## config.mk

```make
export PLATFORM = sky130hd
export DESIGN_NAME = iat_pulse_gen
export DESIGN_NICKNAME = d
export VERILOG_FILES = /design/src/rtl/iat_pkg.sv /design/src/rtl/iat_gap_timer.sv /design/src/rtl/iat_pulse_gen.sv
export SDC_FILE = /design/constraint.sdc
export NUM_CORES = 1
export LEC_CHECK = 0
export ABC_AREA = 1
export CORE_MARGIN = 2
export CORE_UTILIZATION = 45
export DETAILED_ROUTE_END_ITERATION = 16
export PLACE_DENSITY_LB_ADDON = 0.3
export SLEW_MARGIN = 0
export SYNTH_ARGS = -nofsm -noshare
export SYNTH_HDL_FRONTEND = slang
export SYNTH_HIERARCHICAL = 1
export SYNTH_SLANG_ARGS = --single-unit
```

## constraint.sdc

```tcl
create_clock -name clk -period 1.21 [get_ports clk]
set_input_delay 0.242 -clock clk [delete_from_list [all_inputs] [get_ports clk]]
set_output_delay 0.242 -clock clk [all_outputs]
set_load 0.05 [all_outputs]
```

## src/rtl/iat_pkg.sv

```systemverilog
// Shared definitions for the IAT pulse link (generator and filter agree on MIN_GAP / N).
package iat_pkg;

  typedef enum logic [1:0] {
    IDLE  = 2'd0,
    PULSE = 2'd1,
    GAP   = 2'd2
  } iat_state_e;

  localparam int unsigned IAT_MIN_GAP_DEF = 2;
  localparam int unsigned IAT_CNT_W_DEF   = 4;
  localparam int unsigned IAT_DROP_CNT_W  = 8;

  // Width needed to hold a gap count of 0..min_gap.
  function automatic int unsigned iat_gap_cnt_w(input int unsigned min_gap);
    return (min_gap < 1) ? 1 : $clog2(min_gap + 1);
  endfunction

endpackage

```

## src/rtl/iat_gap_timer.sv

```systemverilog
// Counts low cycles since the last issued pulse; eligible once MIN_GAP have elapsed.
module iat_gap_timer
  import iat_pkg::*;
#(
  parameter int unsigned MIN_GAP = IAT_MIN_GAP_DEF
) (
  input  logic clk,
  input  logic rst_n,
  input  logic restart,
  output logic eligible
);

  localparam int unsigned     GW   = iat_gap_cnt_w(MIN_GAP);
  localparam logic [GW-1:0]   GMAX = GW'(MIN_GAP);

  logic [GW-1:0] r_gap_cnt;
  logic [GW-1:0] w_gap_next;
  logic          r_eligible;

  always_comb begin
    w_gap_next = r_gap_cnt;
    if (restart) begin
      w_gap_next = '0;
    end else if (r_gap_cnt < GMAX) begin
      w_gap_next = r_gap_cnt + GW'(1);
    end
  end

  // Eligibility is registered from the next count so it lines up with r_gap_cnt.
  always_ff @(posedge clk or negedge rst_n) begin
    if (!rst_n) begin
      r_gap_cnt  <= GMAX;
      r_eligible <= 1'b1;
    end else begin
      r_gap_cnt  <= w_gap_next;
      r_eligible <= (w_gap_next == GMAX);
    end
  end

  assign eligible = r_eligible;

endmodule

```

## src/rtl/iat_pulse_gen.sv

```systemverilog
// IAT pulse generator: queues requests and emits one-cycle pulses spaced by MIN_GAP low cycles.
// Optional drop_cnt output enabled by defining IAT_GEN_DROP_CNT_EN.
module iat_pulse_gen
  import iat_pkg::*;
#(
  parameter int unsigned MIN_GAP = IAT_MIN_GAP_DEF,
  parameter int unsigned CNT_W   = IAT_CNT_W_DEF
) (
  input  logic             clk,
  input  logic             rst_n,
  input  logic             en,
  input  logic             req,
  output logic             out,
  output logic             busy,
  output logic [CNT_W-1:0] pending,
  output logic             drop
`ifdef IAT_GEN_DROP_CNT_EN
  ,
  output logic [IAT_DROP_CNT_W-1:0] drop_cnt
`endif
);

  localparam logic [CNT_W-1:0] PMAX = '1;

  iat_state_e       r_state;
  iat_state_e       w_state_next;
  logic [CNT_W-1:0] r_pending;
  logic [CNT_W-1:0] w_pending_next;
  logic             r_out;
  logic             r_busy;
  logic             r_drop;
  logic             w_eligible;
  logic             w_demand;
  logic             w_issue;
  logic             w_drop;

  assign w_demand = req | (r_pending != '0);
  assign w_issue  = en & w_eligible & w_demand;

  iat_gap_timer #(
    .MIN_GAP (MIN_GAP)
  ) u_gap_timer (
    .clk      (clk),
    .rst_n    (rst_n),
    .restart  (w_issue),
    .eligible (w_eligible)
  );

  // A request arriving with an issue is consumed directly; saturation only drops when no issue.
  always_comb begin
    w_pending_next = r_pending;
    w_drop         = 1'b0;
    unique case ({req, w_issue})
      2'b10: begin
        if (r_pending == PMAX) begin
          w_drop = 1'b1;
        end else begin
          w_pending_next = r_pending + CNT_W'(1);
        end
      end
      2'b01:   w_pending_next = r_pending - CNT_W'(1);
      default: w_pending_next = r_pending;
    endcase
  end

  always_comb begin
    w_state_next = r_state;
    unique case (r_state)
      IDLE: begin
        if (w_issue) w_state_next = PULSE;
      end
      PULSE: w_state_next = GAP;
      GAP: begin
        if (w_issue) begin
          w_state_next = PULSE;
        end else if (w_eligible && !w_demand) begin
          w_state_next = IDLE;
        end
      end
      default: w_state_next = IDLE;
    endcase
  end

  always_ff @(posedge clk or negedge rst_n) begin
    if (!rst_n) begin
      r_state <= IDLE;
    end else begin
      r_state <= w_state_next;
    end
  end

  always_ff @(posedge clk or negedge rst_n) begin
    if (!rst_n) begin
      r_out     <= 1'b0;
      r_pending <= '0;
      r_drop    <= 1'b0;
      r_busy    <= 1'b0;
    end else begin
      r_out     <= w_issue;
      r_pending <= w_pending_next;
      r_drop    <= w_drop;
      r_busy    <= (w_pending_next != '0) || (w_state_next != IDLE);
    end
  end

  assign out     = r_out;
  assign pending = r_pending;
  assign drop    = r_drop;
  assign busy    = r_busy;

`ifdef IAT_GEN_DROP_CNT_EN
  logic [IAT_DROP_CNT_W-1:0] r_drop_cnt;

  always_ff @(posedge clk or negedge rst_n) begin
    if (!rst_n) begin
      r_drop_cnt <= '0;
    end else if (w_drop && (r_drop_cnt != '1)) begin
      r_drop_cnt <= r_drop_cnt + IAT_DROP_CNT_W'(1);
    end
  end

  assign drop_cnt = r_drop_cnt;
`endif

endmodule

```

==> flow_summary.yaml, run 1 <==
clock_tree:
  cts_buffers: 3
  clk_root_buffer_cell: "clkbuf_4"
  clkLatencyLatePin_ps: 270
  cts.sinks: 12
  cts_max_level: 1
  cts.reportedPaths.clkPinSlew_ps: 70
  clockBufferDepth: 2
  cts_tree: "done"
  holdBufCountCts: 0
worst_hold_path:
  hold_class: "in2async"
floorplanning:
  start_util_pct: 47.9
  die_h_um: 44.1
  row_count: 14
  io_pins: 11
  core_area_um2: 1510
  die_area_um2: 1940
  die_x_um: 44.1
routing:
  drcViolationCount: 0
  drtIter0Drc: 25
  avgViaCountPerCell: 5.17
  wl_per_cell_um: 13.3
  ant_nets: 0
  vias: 744
  drt_first_pass_iters: 4
  wl_mm: 1.92
placement:
  dp_cells: 134
  gp_congestion: 0.871
  portBuffers: 10
  hpwl_mm: 1.29
global_routing:
  grt_max_degree: 13
  grt_pass1_vias: 693
  grt_first_pass_wirelength_mm: 2.77
  antenna_found_initial: 0
  grt_usage_pct: 19.9
  gr-total-overflow: 0
setup_path:
  crit_slowest_cell: "dfrtp_2"
  r2r_end: "busy"
  crit_end: "busy"
  critPathMaxStageDelay_ps: 470
  path_depth: 9
  critPathKind: "reg2reg"
  crit_family: "simple AND/OR/NAND/NOR gates"
  reg2reg_slack_ps: -190
  crit_arrival_ps: 1560
  end_kind: "register"
  crit_fanout: 6
  rr_startpoint: "pending[0]"
  crit_buf_inv: 2
  path_cells: "inv_4 -> ha_4 -> nand2_4 -> nand3_4 -> inv_1 -> nand2_1 -> nand3_2 -> nor2_2 -> nand3_1"
  worstSetupStartpointType: "register"
  crit_path_start: "pending[0]"
  reg2regPathDepth: 9
  required_ps: 1370
final_layout:
  area_growth_pct: 73.3
  drive_gt1_share_pct: 53.9
  final_nets: 137
  stdcell_count: 144
  fillers: 95
  register_area_um2: 308
  antenna_cells: 0
  multi_input_area_um2: 419
timing:
  fin_crit_ps: 1400
  fin_skew_ps: 1.31
  fin_crit_sh_pct: 116
  rsz0062_at_grt: "true"
  hold_viol_final: 0
  slew_headroom_pct: 85.8
  fmax_ghz: 0.715
  worst_pin_slew_ps: 213
  setup_viol: 14
  setup_ws_ps: -188
  finalMaxSlewViolations: 0
synthesis:
  synth-compound-area-share_pct: 5.20
  synth.distinct_cells: 19
  avgSynthCellArea_um2: 8.02
  yosysSeqAreaShare_pct: 41.9
  synth_top_family_by_area: "simple AND/OR/NAND/NOR gates"
  synthCells: 90
  syn-cell-area_um2: 722
  synth_mux_area_share_pct: 0
  yosys_warnings: 6
  synth_xor_area_share_pct: 0
  syn_nets: 98
  synth_fa_ha_area_share_pct: 6.93
  ys_seq_elements: 12
  synthSimpleGateAreaFrac_pct: 35.5
run:
  cap_violations: 0
power_and_ir_drop:
  ir_drop_uv: 2130
  p_total_mw: 3.52
  p_per_area_nw_per_um2: 2810
  leakagePower_nw: 0.631
status:
  violations: "negative setup slack"
  status: "finished with violations"
through the flow:
stage          area [um^2]  hold slack [ps]  util [%]  setup slack [ps]  setup TNS (ps)
5_1_grt               1250              262      83.1              -255           -1660
3_3_place_gp          1100              553      72.9              -325           -2070
6_report              1250              266      83.1              -188            -902
4_1_cts               1180              261      78.3              -164            -737
3_5_place_dp          1100              558      72.9              -396           -2470
2_1_floorplan          764            -53.6         -              -209            -587
cell type report:
cell class                      count  share of cell area [%]
Timing Repair Buffer               35                    31.7
Multi-Input combinational cell     60                    33.5
Inverter                           17                    5.70
Tap cell                           16                    1.60
Clock buffer                        4                    2.90
Sequential cell                    12                    24.6
state kept, by name, indices dropped and copies added, names as in the netlist:
signal	count
pending	4
r_state	2
out	1
drop	1
busy	1
u_gap_timer/r_gap_cnt	2
u_gap_timer/eligible	1
synth_stat cells:
library cell | count | area [um^2]
buf_6 | 1 | 11.3
inv_1 | 14 | 52.6
o21ai_0 | 1 | 5.00
inv_2 | 3 | 11.3
nor3_1 | 1 | 5.00
o21ai_2 | 1 | 8.76
dfrtp_1 | 10 | 250
nor2_2 | 3 | 18.8
nor2_1 | 9 | 33.8
nand3_2 | 2 | 20.0
nand2_2 | 2 | 12.5
o211ai_1 | 1 | 7.51
nand2_1 | 20 | 75.1
dfstp_2 | 2 | 52.6
a21oi_4 | 1 | 16.3
nand3_4 | 1 | 17.5
nand3_1 | 11 | 55.1
ha_1 | 4 | 50.1
nand4_1 | 3 | 18.8
placed cells by master (no fill, tap or decap):
| master | synthesis | final |
|---|---|---|
| nor2_4 | 0 | 1 |
| dfrtp_2 | 0 | 4 |
| o21ai_2 | 1 | 1 |
| clkdlybuf4s50_1 | 0 | 3 |
| nor3_2 | 0 | 1 |
| clkbuf_4 | 0 | 3 |
| nor2_1 | 9 | 8 |
| ha_4 | 0 | 3 |
| nand2_1 | 20 | 16 |
| dfrtp_1 | 10 | 6 |
| nand3_1 | 11 | 9 |
| nand3_2 | 2 | 4 |
| buf_6 | 1 | 7 |
| inv_4 | 0 | 3 |
| inv_2 | 3 | 3 |
| nor2_2 | 3 | 3 |
| nand2_2 | 2 | 5 |
| clkbuf_8 | 0 | 1 |
| buf_12 | 0 | 8 |
| buf_4 | 0 | 17 |
| nand2_4 | 0 | 1 |
| o21ai_0 | 1 | 1 |
| o211ai_1 | 1 | 1 |
| nand3_4 | 1 | 1 |
| ha_1 | 4 | 1 |
| dfstp_2 | 2 | 2 |
| nand4_1 | 3 | 3 |
| inv_1 | 14 | 11 |
| a21oi_4 | 1 | 1 |
timing repair:
item / CTS / global route
endpoints found under the setup margin: 12 / 15
setup buffers: 4 / 2
pin swaps: 1 / 6
gates resized for setup: 4 / 15
kinds of logic (layout without fill, tap and decap cells):
family | count (synthesis) | after routing
adders and majority gates | 4 | 4
buffers and inverters | 18 | 56
DFF | 12 | 12
and+or+nand+nor | 52 | 52
AOI/OAI and AO/OA | 4 | 4
layer usage:
layer	part of all wire, %	GRT usage (%)
met5	0	0
met4	3.2	7.27
met3	5.9	8.98
met2	51	33.2
met1	40	22.2
report_power, final:
group / total, mW / switching, mW / internal, mW
logic: 2.38 / 1.19 / 1.19
clock network: 0.311 / 0.128 / 0.183
registers: 0.825 / 0.226 / 0.599
total: 3.52 / 1.54 / 1.97
worst min path at each step:
stage / end / slack [ps]
final: pending[3] / 270
after global routing: pending[0] / 260
after CTS: drop / 260
after detailed placement: drop / 560
after global placement: drop / 550
after floorplan: busy / -50
Power figures use the tool's default switching activity.
==> inputs of run 2 (changes only) <==
--- a/config.mk
+++ b/config.mk
@@ -9,7 +9,8 @@
 export CORE_MARGIN = 2
 export CORE_UTILIZATION = 45
 export DETAILED_ROUTE_END_ITERATION = 16
-export PLACE_DENSITY_LB_ADDON = 0.3
+export PLACE_DENSITY = 0.71
+export SKIP_CTS_REPAIR_TIMING = 1
 export SLEW_MARGIN = 0
 export SYNTH_ARGS = -nofsm -noshare
 export SYNTH_HDL_FRONTEND = slang
==> flow_summary.yaml, run 2 (same netlist as run 1, synthesis figures left out) <==
floorplanning:
  row_count: 14
  io_pins: 11
  start_util_pct: 47.9
  die_h_um: 44.1
  die_x_um: 44.1
  die_area_um2: 1940
  core_area_um2: 1510
placement:
  portBuffers: 10
  post-place-ws_ps: -423
  gp_congestion: 0.871
  placedInstanceArea_um2: 1070
  hpwl_mm: 1.29
power_and_ir_drop:
  leakagePower_nw: 0.599
  ir_drop_uv: 1790
  p_total_mw: 3.33
  p_per_area_nw_per_um2: 2810
setup_path:
  required_ps: 970
  path_cells: "buf_4 -> buf_4 -> buf_12"
  end_kind: "output pin"
  critPathKind: "reg2out"
  crit_fanout: 5
  r2r_end: "busy"
  reg2reg_slack_ps: -190
  rr_startpoint: "u_gap_timer/eligible"
  cpMostUsedCell: "buf_4"
  crit_slowest_cell: "dfrtp_2"
  critPathMaxStageDelay_ps: 470
  reg2regPathDepth: 7
  crit_arrival_ps: 1160
  worstSetupStartpointType: "register"
clock_tree:
  clk_root_buffer_cell: "clkbuf_4"
  cts.sinks: 12
  cts_tree: "done"
  cts.reportedPaths.clkPinSlew_ps: 80
  cts_buffers: 3
  clkLatencyLatePin_ps: 270
  cts_max_level: 1
  clockBufferDepth: 2
routing:
  drcViolationCount: 0
  ant_nets: 0
  wl_per_cell_um: 12.3
  drtIter0Drc: 10
  vias: 723
  wl_mm: 1.72
  drt_first_pass_iters: 4
  avgViaCountPerCell: 5.16
timing:
  hold_viol_final: 0
  fin_skew_ps: 2.42
  rsz0062_at_grt: "true"
  fmax_ghz: 0.714
  worst_pin_slew_ps: 214
  finalSetupTns_ps: -902
  slew_headroom_pct: 85.6
  finalMaxSlewViolations: 0
  setup_viol: 12
  whs_ps: 264
  fin_crit_ps: 1400
  setup_ws_ps: -191
  fin_crit_sh_pct: 116
status:
  status: "finished with violations"
  violations: "negative setup slack"
global_routing:
  grt_usage_pct: 19.6
  grt_pass1_vias: 669
  grt_max_degree: 13
  antenna_found_initial: 0
  gr-total-overflow: 0
  grt_first_pass_wirelength_mm: 2.79
final_layout:
  final_cell_mix: "nand2_1 (19), buf_4 (17), nand3_1 (10)"
  largest_register_ffs: 4
  drive_gt1_share_pct: 51.6
  final_nets: 133
  final_common_cell: "nand2_1"
  stdcell_area_um2: 1180
  antenna_cells: 0
  area_growth_pct: 64.1
worst_hold_path:
  hold_class: "in2async"
run:
  cap_violations: 0
[run 2: cell count changes in the layout (fill, tap and decap cells not counted)]
cell / previous run / this run
nand3_1: 9 / 10
buf_2: 0 / 1
nand2_1: 16 / 19
nand3_2: 4 / 3
inv_4: 3 / 2
nor2_2: 3 / 5
buf_6: 7 / 2
nor2_1: 8 / 6
nor3_1: 0 / 1
inv_2: 3 / 6
inv_1: 11 / 9
nand2_2: 5 / 2
nor3_2: 1 / 0
[run 2: cell type report]
type	instances	area (um^2)
Sequential cell	12	308
Timing Repair Buffer	31	345
Fill cell	102	322
Tap cell	16	20.0
Multi-Input combinational cell	60	407
Inverter	17	68.8
Clock buffer	4	36.3
[run 2: worst max-delay path by stage]
stage / start / endpoint / cells after the start
after floorplan: pending[1] / busy / 8
after global placement: en / busy / 8
after detailed placement: en / busy / 8
after CTS: pending[1] / busy / 9
after global routing: pending[0] / busy / 8
final: pending[1] / pending[1] / 3
[run 2: routing by layer]
layer	wire (um)	GRT usage [%]
met5	0	0
met1	741	26.5
met3	97	6.53
met4	36	5.45
met2	845	30.3
[run 2: worst max-delay path, delay by kind of cell (launching register included)]
kind,cells,cell delay [ps]
DFF,1,470
buffers and inverters,3,420
[run 2: metrics by stage]
stage          instances  utilization (%)
3_3_place_gp         130             70.9
6_report             140             78.7
5_1_grt              140             78.7
3_5_place_dp         130             70.9
2_1_floorplan         90                -
4_1_cts              134             73.3
[run 2: report_power, final]
part	switching, mW	internal [mW]	total, mW
logic	1.14	1.06	2.20
clock network	0.134	0.183	0.317
registers	0.214	0.598	0.812
total	1.48	1.84	3.33
==> inputs of run 3 (changes only) <==
==> constraint.sdc (replaced) <==
create_clock -name clk -period 1.2 [get_ports clk]
set_input_delay 0.24 -clock clk [delete_from_list [all_inputs] [get_ports clk]]
set_output_delay 0.24 -clock clk [all_outputs]
set_load 0.05 [all_outputs]
==> flow_summary.yaml, run 3 (same netlist as run 1, synthesis figures left out) <==
timing:
  worst_pin_slew_ps: 274
  finalMaxSlewViolations: 0
  slew_headroom_pct: 81.7
  fmax_ghz: 0.686
  hold_viol_final: 0
  fin_skew_ps: 1.87
  setup_ws_ps: -258
  setup_viol: 13
  fin_crit_ps: 1460
  rsz0062_at_grt: "true"
  fin_crit_sh_pct: 122
routing:
  drcViolationCount: 0
  drt_first_pass_iters: 4
  ant_nets: 0
  wl_per_cell_um: 13.6
  avgViaCountPerCell: 5.05
  vias: 707
  wl_mm: 1.90
  drtIter0Drc: 7
floorplanning:
  die_area_um2: 1940
  core_area_um2: 1510
  die_x_um: 44.1
  die_h_um: 44.1
  row_count: 14
  io_pins: 11
  start_util_pct: 47.9
final_layout:
  largest_register_ffs: 4
  final_nets: 133
  multi_input_area_um2: 422
  fillers: 98
  drive_gt1_share_pct: 54.0
  final_cell_mix: "nand2_1 (17), buf_4 (16), inv_1 (10)"
  antenna_cells: 0
  area_growth_pct: 67.9
  final_util_pct: 80.5
  register_area_um2: 308
  final_common_cell: "nand2_1"
placement:
  hpwl_mm: 1.29
  gp_congestion: 0.822
  post-place-ws_ps: -389
  portBuffers: 10
setup_path:
  critPathMaxStageDelay_ps: 450
  worstSetupStartpointType: "register"
  end_kind: "register"
  reg2regPathDepth: 8
  crit_fanout: 6
  crit_slowest_cell: "dfrtp_2"
  path_cells: "inv_4 -> ha_4 -> nand2_4 -> nand3_4 -> nand3_1 -> nand3_2 -> nor2_1 -> nand3_1"
  cpMostUsedCell: "nand3_1"
  critPathKind: "reg2reg"
  crit_arrival_ps: 1610
  required_ps: 1350
clock_tree:
  cts_tree: "done"
  cts_buffers: 3
  clockBufferDepth: 2
  cts.sinks: 12
  clk_root_buffer_cell: "clkbuf_4"
  clkLatencyLatePin_ps: 280
  cts.reportedPaths.clkPinSlew_ps: 70
  cts_max_level: 1
power_and_ir_drop:
  leakagePower_nw: 0.607
  p_total_mw: 3.46
  ir_drop_uv: 1580
  p_per_area_nw_per_um2: 2860
global_routing:
  grt_max_degree: 13
  gr-total-overflow: 0
  grt_usage_pct: 19.4
  grt_first_pass_wirelength_mm: 2.66
  antenna_found_initial: 0
  grt_pass1_vias: 613
worst_hold_path:
  hold_class: "in2async"
run:
  cap_violations: 0
status:
  violations: "negative setup slack"
  status: "finished with violations"
## run 3: cell counts in the layout (fill, tap and decap cells not counted)
Identical to the previous run, type by type.
## run 3: final timing paths
kind	start	endpoint	slack, ps
worst max-delay path	pending[1]	busy	-260
worst min-delay path	rst_n	pending[1]	250
worst max register to register	pending[1]	busy	-260
worst min register to register	r_state[0]	r_state[0]	610
max in group asynchronous	rst_n	u_gap_timer/eligible	720
min in group clk	r_state[0]	r_state[0]	610
## run 3: report_power, final
part	total, mW	leakage (nW)	switching, mW	internal [mW]
sequential	0.820	0.141	0.217	0.604
combinational	2.32	0.445	1.21	1.12
clock	0.321	0.0210	0.137	0.185
total	3.46	0.607	1.56	1.90
## run 3: metrics by stage
stage | instances | hold slack [ps] | setup TNS, ps | instance area, um^2
2_1_floorplan | 90 | -55.6 | -667 | 764
3_3_place_gp | 129 | 553 | -1560 | 1060
3_5_place_dp | 129 | 556 | -1810 | 1060
4_1_cts | 133 | 262 | -753 | 1100
5_1_grt | 140 | 262 | -1760 | 1210
6_report | 140 | 254 | -1060 | 1210
## run 3: layer usage
layer / routed length, um / track usage (%) / up-vias / part of all wire [%]
li1: - / - / 351 / -
met1: 797 / 24.1 / 333 / 42
met2: 983 / 32.1 / 17 / 52
met3: 81 / 6.12 / 6 / 4.3
met4: 38 / 6.67 / 0 / 2.0
met5: 0 / 0 / - / 0
## run 3: cell type report
class	count	share of cell area [%]
clock buffer	4	2.99
inverter	17	5.88
multi-input combinational	60	34.8
sequential	12	25.4
tap	16	1.65
timing repair buffer	31	29.3
## run 3: worst max-delay path: cells and delay by family, from the launching register on
family	cells	cell delay (ps)
simple gates	6	640
flops	1	450
fa+ha+maj	1	170
buf+inv	1	70
